==> src/rtl/sram_bus_arbiter.sv <==
// sram_bus_arbiter: shares one single-ported, word-wide SRAM between the
// instruction fetch port (read-only) and the MEM-stage port (load/store).
// It grants one access at a time and holds the RAM pins for a fixed
// WAIT_CYCLES cycles. It returns read data with a one-cycle ready pulse,
// and it raises stall_req while a request is still waiting.
//
// Ports:
//   clk, rst                 clock, synchronous active-high reset
//   if_req/if_addr           fetch request and byte address
//   if_rdata/if_ready        fetched word and completion pulse
//   mem_req/mem_we/mem_be    data request, store flag, store byte enables
//   mem_addr/mem_wdata       data byte address and store data
//   mem_rdata/mem_ready      load data and completion pulse
//   ram_en/ram_we/ram_be     registered SRAM controls
//   ram_addr/ram_wdata       registered SRAM word address and write data
//   ram_rdata                SRAM read data, valid on the last access cycle
//   stall_req                combinational stall request to the pipeline
module sram_bus_arbiter #(
  parameter int unsigned WAIT_CYCLES = 2,
  parameter int unsigned ADDR_W      = 20
) (
  input  logic              clk,
  input  logic              rst,
  input  logic              if_req,
  input  logic [31:0]       if_addr,
  output logic [31:0]       if_rdata,
  output logic              if_ready,
  input  logic              mem_req,
  input  logic              mem_we,
  input  logic [3:0]        mem_be,
  input  logic [31:0]       mem_addr,
  input  logic [31:0]       mem_wdata,
  output logic [31:0]       mem_rdata,
  output logic              mem_ready,
  output logic              ram_en,
  output logic              ram_we,
  output logic [3:0]        ram_be,
  output logic [ADDR_W-1:0] ram_addr,
  output logic [31:0]       ram_wdata,
  input  logic [31:0]       ram_rdata,
  output logic              stall_req
);

  localparam int unsigned CNT_W = (WAIT_CYCLES > 1) ? $clog2(WAIT_CYCLES) : 1;
  localparam logic [CNT_W-1:0] CNT_LAST = CNT_W'(WAIT_CYCLES - 1);

  typedef enum logic [1:0] {
    IDLE    = 2'd0,
    IF_ACC  = 2'd1,
    MEM_ACC = 2'd2,
    DONE    = 2'd3
  } state_e;

  state_e           state_q;
  logic [CNT_W-1:0] cnt_q;

  // Byte-offset and high address bits do not reach the word-addressed RAM.
  logic unused_addr_bits;
  assign unused_addr_bits = ^{if_addr[31:ADDR_W+2], if_addr[1:0],
                              mem_addr[31:ADDR_W+2], mem_addr[1:0]};

  // A request is stalled until its own ready pulse is on the output.
  assign stall_req = (if_req & ~if_ready) | (mem_req & ~mem_ready);

  // Arbitration FSM with registered RAM pins and completion outputs.
  always_ff @(posedge clk) begin
    if (rst) begin
      state_q   <= IDLE;
      cnt_q     <= '0;
      ram_en    <= 1'b0;
      ram_we    <= 1'b0;
      ram_be    <= 4'h0;
      ram_addr  <= '0;
      ram_wdata <= 32'h0;
      if_ready  <= 1'b0;
      mem_ready <= 1'b0;
      if_rdata  <= 32'h0;
      mem_rdata <= 32'h0;
    end else begin
      if_ready  <= 1'b0;
      mem_ready <= 1'b0;
      case (state_q)
        IDLE: begin
          cnt_q <= '0;
          // MEM wins: its access belongs to an older instruction than the fetch.
          if (mem_req) begin
            state_q   <= MEM_ACC;
            ram_en    <= 1'b1;
            ram_we    <= mem_we;
            ram_be    <= mem_we ? mem_be : 4'hF;
            ram_addr  <= mem_addr[ADDR_W+1:2];
            ram_wdata <= mem_we ? mem_wdata : 32'h0;
          end else if (if_req) begin
            state_q   <= IF_ACC;
            ram_en    <= 1'b1;
            ram_we    <= 1'b0;
            ram_be    <= 4'hF;
            ram_addr  <= if_addr[ADDR_W+1:2];
            ram_wdata <= 32'h0;
          end
        end
        IF_ACC, MEM_ACC: begin
          if (cnt_q == CNT_LAST) begin
            state_q <= DONE;
            cnt_q   <= '0;
            ram_en  <= 1'b0;
            ram_we  <= 1'b0;
            ram_be  <= 4'h0;
            if (state_q == IF_ACC) begin
              if_ready <= 1'b1;
              if_rdata <= ram_rdata;
            end else begin
              mem_ready <= 1'b1;
              // A store leaves the previous load data visible.
              if (!ram_we) begin
                mem_rdata <= ram_rdata;
              end
            end
          end else begin
            cnt_q <= cnt_q + CNT_W'(1);
          end
        end
        DONE: begin
          state_q <= IDLE;
        end
        default: begin
          state_q <= IDLE;
        end
      endcase
    end
  end

endmodule

==> config.mk <==
export PLATFORM = sky130hd
export DESIGN_NAME = sram_bus_arbiter
export DESIGN_NICKNAME = d
export VERILOG_FILES = /design/src/rtl/sram_bus_arbiter.sv
export SDC_FILE = /design/constraint.sdc
export NUM_CORES = 1
export LEC_CHECK = 0
export CORE_UTILIZATION = 39
export CTS_CLUSTER_SIZE = 28
export DETAILED_ROUTE_END_ITERATION = 6
export HOLD_SLACK_MARGIN = 0.03
export PLACE_DENSITY = 0.84
export SLEW_MARGIN = 25
export SYNTH_ARGS = -nofsm -noshare
export SYNTH_HDL_FRONTEND = slang
export SYNTH_SLANG_ARGS = --single-unit
==> constraint.sdc <==
create_clock -name clk -period 2.2 [get_ports clk]
set_clock_uncertainty 0.2 [all_clocks]
set_input_delay 0.33 -clock clk [delete_from_list [all_inputs] [get_ports clk]]
set_output_delay 0.33 -clock clk [all_outputs]
set_load 0.01 [all_outputs]
Yosys cells after proc, flatten, opt, wreduce, memory -nomap -nowiden

Index checks and enable logic that the tools add are counted.

Register bits after elaboration: 127
Input port bits: 137
Word-level logic and storage cells: 61

Add/subtract/negate cells: 1
Eq/ne operators: 5
Muxes and demuxes: 25
Bitwise operators: 9
Reduce and logical (&&, ||, !) cells: 10

Operator list:

| kind                | count |
|---|---|
| $mux 32             | 3 |
| $mux 20             | 2 |
| $mux 4              | 4 |
| $mux 1              | 8 |
| $pmux 4 s2          | 1 |
| $mux 2              | 3 |
| $not 1->1           | 6 |
| $pmux 1 s2          | 3 |
| $pmux 2 s3          | 1 |
| $reduce_and 3->1    | 2 |
| $eq 2x2->1 const B  | 2 |
| $reduce_and 2->1    | 2 |
| $reduce_and 4->1    | 1 |
| $reduce_bool 2->1   | 2 |
| $ne 3x3->1 const B  | 1 |
| $reduce_or 3->1     | 1 |
| $and 1x1->1         | 2 |
| $eq 2x1->1 const B  | 1 |
| $logic_not 2->1     | 1 |
| $ne 2x2->1 const B  | 1 |
| $reduce_or 2->1     | 1 |
| $add 1x1->1 const B | 1 |
| $or 1x1->1          | 1 |

Logic depth before layout (Yosys ltp)

Depth in word-level cells: 4
Mapped depth: 7
Gate-level depth less buffers: 5

Least setup slack after synthesis

Ideal clock, no wire load.

Path type: reg-to-reg
Start point: register state_q[0]
End point: register ram_be[1]
Library setup time: 0.067 ns
Arrival time: 1.487 ns
Slack: 0.446 ns
Cell stages (with the launch flop): 7
Buffers on the path: 1
Period minus slack after synthesis: 1.754 ns
Path through: dfxtp_1 inv_1 ha_1 nor3b_2 buf_4 a2111o_1 a21oi_2

Cells in the longest elaborated chain, start to end: 4

Ends and longest elaborated chain:

| item                                                             | RTL line | RTL |
|---|---|---|
| start: declaration                                               | 54       | `state_e state_q;` |
| start signal: assignment                                         | 68       | `state_q <= IDLE;` |
| start signal: assignment                                         | 87       | `state_q <= MEM_ACC;` |
| start signal: assignment                                         | 94       | `state_q <= IF_ACC;` |
| $eq 2x1->1 / $eq 2x2->1 (equally long branches)                  | 82       | `case (state_q)` |
| $reduce_or 2->1                                                  | 82       |  |
| $ne 2x2->1 (no line) / $reduce_bool 2->1 (equally long branches) | -        |  |
| $reduce_and 3->1 (no line)                                       | -        |  |
| end signal: assignment                                           | 90       | `ram_be <= mem_we ? mem_be : 4'hF;` |
| end: declaration                                                 | 37       | `output logic [3:0] ram_be,` |

Several ways; a longest one is shown, not always the timed one.
A chain may end at the register's enable or synchronous reset.

Worst setup path in the final report

Start point: register state_q[0]
End point: register mem_rdata[31]

Cells in the longest elaborated chain, start to end: 3

Ends and longest elaborated chain:

| item                                                | RTL line | RTL |
|---|---|---|
| $eq 2x1->1 / $eq 2x2->1 (equally long branches)     | 82, 109  |  |
| $reduce_or 2->1 / $not 1->1 (equally long branches) | -        |  |
| $reduce_and 4->1 (no line) *                        | -        |  |
| end signal: assignment                              | 116      | `mem_rdata <= ram_rdata;` |
| end: declaration                                    | 33       | `output logic [31:0] mem_rdata,` |

Mark *: on every way between the ends. The rest lies on a longest branch, timed or not.

==> impl_metrics.json <==
{
  "status": "complete, no violations",
  "dieArea_sq_um": 12840,
  "synth_common_cells": "165 x nand2_1, 127 x dfxtp_1, 101 x a21oi_1",
  "fin_crit_sh_pct": 89.34,
  "synth.area.top_cells": "dfxtp_1 53%, nand2_1 13%, a21oi_1 10%, mux2i_1 4.6%, nand3_1 3.3%",
  "synth.most_common_cell": "nand2_1",
  "tightestPinTransition_ns": 0.4049,
  "cp_max_fo": 24,
  "hold_buffers": 0,
  "synth_top_area_cell": "dfxtp_1",
  "worstRegToRegCells": 6,
  "vdd_ir_drop_max_v": 0.0007461,
  "design_power_total_mw": 8.411,
  "power.leakage_nw": 2.884,
  "synth_ff_type": "dfxtp_1",
  "cts_tree": "done",
  "drc": 0,
  "worstPathRequired_ns": 2.33,
  "first_global_vias": 4647,
  "rsz0062_at_grt": "false",
  "wl_met2_um": 7076,
  "synth_warnings": 0,
  "antenna_left": 0,
  "slew_violations": 0,
  "fmax_mhz": 508.8,
  "grt-ovfl-total": 0,
  "diodes": 0,
  "cp-start-kind": "flip-flop",
  "synth_area_sq_um": 4833,
  "pin_count": 262,
  "path_class": "reg -> reg",
  "highest_layer": "met4",
  "grt_first_pass_wirelength_um": 21900,
  "hold_end": "ram_en",
  "powerDensity_nw_per_um2": 1046,
  "relSlewSlack_pct": 73.01,
  "cts_made_buffers": 17,
  "place_area_sq_um": 7420,
  "worstReg2RegEnd": "mem_rdata[31]",
  "antenna_found_initial": 0,
  "synth_top_area_share_pct": 52.60,
  "vias": 4781,
  "clk_pin_slew_ns": 0.06,
  "synthDistinctLibCells": 31,
  "wl_met3_um": 981,
  "netlist_instances": 582,
  "fin_nets": 949,
  "final_util_pct": 66.65,
  "hp-start": "rst",
  "start_util_pct": 40.07,
  "die_y_um": 113.3,
  "met1Wirelength_um": 5485,
  "end_kind": "flip-flop",
  "clock-sinks": 127,
  "drv_cap": 0,
  "hpwl_um": 9574,
  "fin_crit_ns": 1.966,
  "synth_edf_count": 0,
  "ys_seq_area_share_pct": 52.60,
  "synth.avg_cell_area_sq_um": 8.305,
  "port_buffers": 237,
  "timing.rr.start": "state_q[0]",
  "synth_nets": 722,
  "firstDrtPassIters": 5,
  "fp.coreArea_sq_um": 12060,
  "worst_skew_pair.late_latency_ns": 0.40,
  "grt_use_total_pct": 21.80,
  "drtIter0Drc": 300,
  "dp_cells": 958,
  "syn2layout_area_growth_pct": 66.32,
  "wl_um": 13900,
  "fin_area_sq_um": 8039,
  "rows": 40,
  "crit_arrival_ns": 2.09,
  "final_layout_size_suffix_gt1_share_pct": 7.056,
  "ys_ff_latch": 127,
  "grt_max_degree": 62,
  "whs_path_depth": 2,
  "routed_via_density": 4.829,
  "clock-root-buffer": "clkbuf_16",
  "setup_viol": 0,
  "die_x_um": 113.3,
  "hold_class": "in -> reg",
  "async_reset_ff_share_pct": 0,
  "gp_congestion": 0.7814,
  "r2r_slack_ns": 0.23,
  "hold_violations": 0,
  "cts_htree_levels": 4,
  "fin_cells": 990,
  "fin_setup_tns_ns": 0,
  "wl_per_cell_um": 14.04,
  "clk_path_buf_depth": 2
}
-- critical path: stages (launching register included) --
cell	delay (ns)
dfxtp_1	0.37
inv_1	0.09
ha_2	0.42
nor4bb_4	0.40
buf_12	0.22
nand2_1	0.07
a21oi_1	0.13
-- state kept, by name, summed over array words and instances (netlist names), 2 cells and up --
name       count
mem_rdata     32
ram_be         4
if_rdata      32
state_q        2
ram_wdata     32
ram_addr      20
-- cell usage in the layout (no fill, tap or decap), types with 3 or more instances in the layout --
cell,n
a2111o_1,3
a211oi_1,20
a21oi_1,101
buf_12,6
buf_4,17
bufinv_16,4
clkbuf_1,3
clkbuf_16,17
clkdlybuf4s50_1,235
clkinv_2,4
dfxtp_1,127
inv_1,7
mux2i_1,22
nand2_1,165
nand3_1,32
nor2_1,23
o21ai_0,8
-- layout make-up --
cell class / instances / area, sq um
Clock buffer: 21 / 450.4
Clock inverter: 11 / 163.9
Fill cell: 970 / 4023
Inverter: 7 / 26.28
Multi-Input combinational cell: 397 / 2033
Sequential cell: 127 / 2542
Tap cell: 168 / 210.2
Timing Repair Buffer: 259 / 2613
-- power by group --
part	total (mW)	internal (mW)	switching, mW
registers	2.78	2.61	0.169
clock network	2.90	1.92	0.981
logic	2.73	1.36	1.37
total	8.41	5.90	2.52
-- routing by layer --
layer | up-vias | global-route usage, %
li1 | 2398 | -
met1 | 2169 | 23.42
met2 | 183 | 39.18
met3 | 31 | 7.552
met4 | 0 | 8.509
met5 | - | 0
-- metrics by stage --
step	worst slack (ns)	hold slack, ns
6_report	0.2344	0.1432
5_1_grt	0.08279	0.1487
4_1_cts	0.004344	0.1243
3_5_place_dp	0.006640	0.2427
3_3_place_gp	0.02122	0.2372
2_1_floorplan	0.4457	0.2660
-- how the worst max path moves through the flow --
stage                     cells past startpoint       endpoint  slack, ns       start
final                                         6  mem_rdata[31]       0.23  state_q[0]
after global routing                          6  mem_rdata[15]       0.08  state_q[0]
after CTS                                     4      stall_req      0.004     mem_req
after detailed placement                      4      stall_req      0.007     mem_req
after global placement                        4      stall_req       0.02     mem_req
after floorplan                               6      ram_be[1]       0.45  state_q[0]
-- cell families (layout without fill, tap and decap cells) --
family                     count (synthesis)  after routing  share of synthesized area [%]
AOI/OAI and AO/OA                        139            139                          16.15
adders and majority gates                  3              3                         0.7767
buffers and inverters                     58            298                          5.799
DFF                                      127            127                          52.60
muxes                                     22             22                          4.556
and+or+nand+nor                          233            233                          20.11
-- repair_timing --
item	in CTS	in global routing
resized for setup	0	2
buffers inserted	0	0
setup endpoints to repair	0	3
hold endpoints to repair	0	0
No activity file was read; power rests on OpenSTA's default activity.
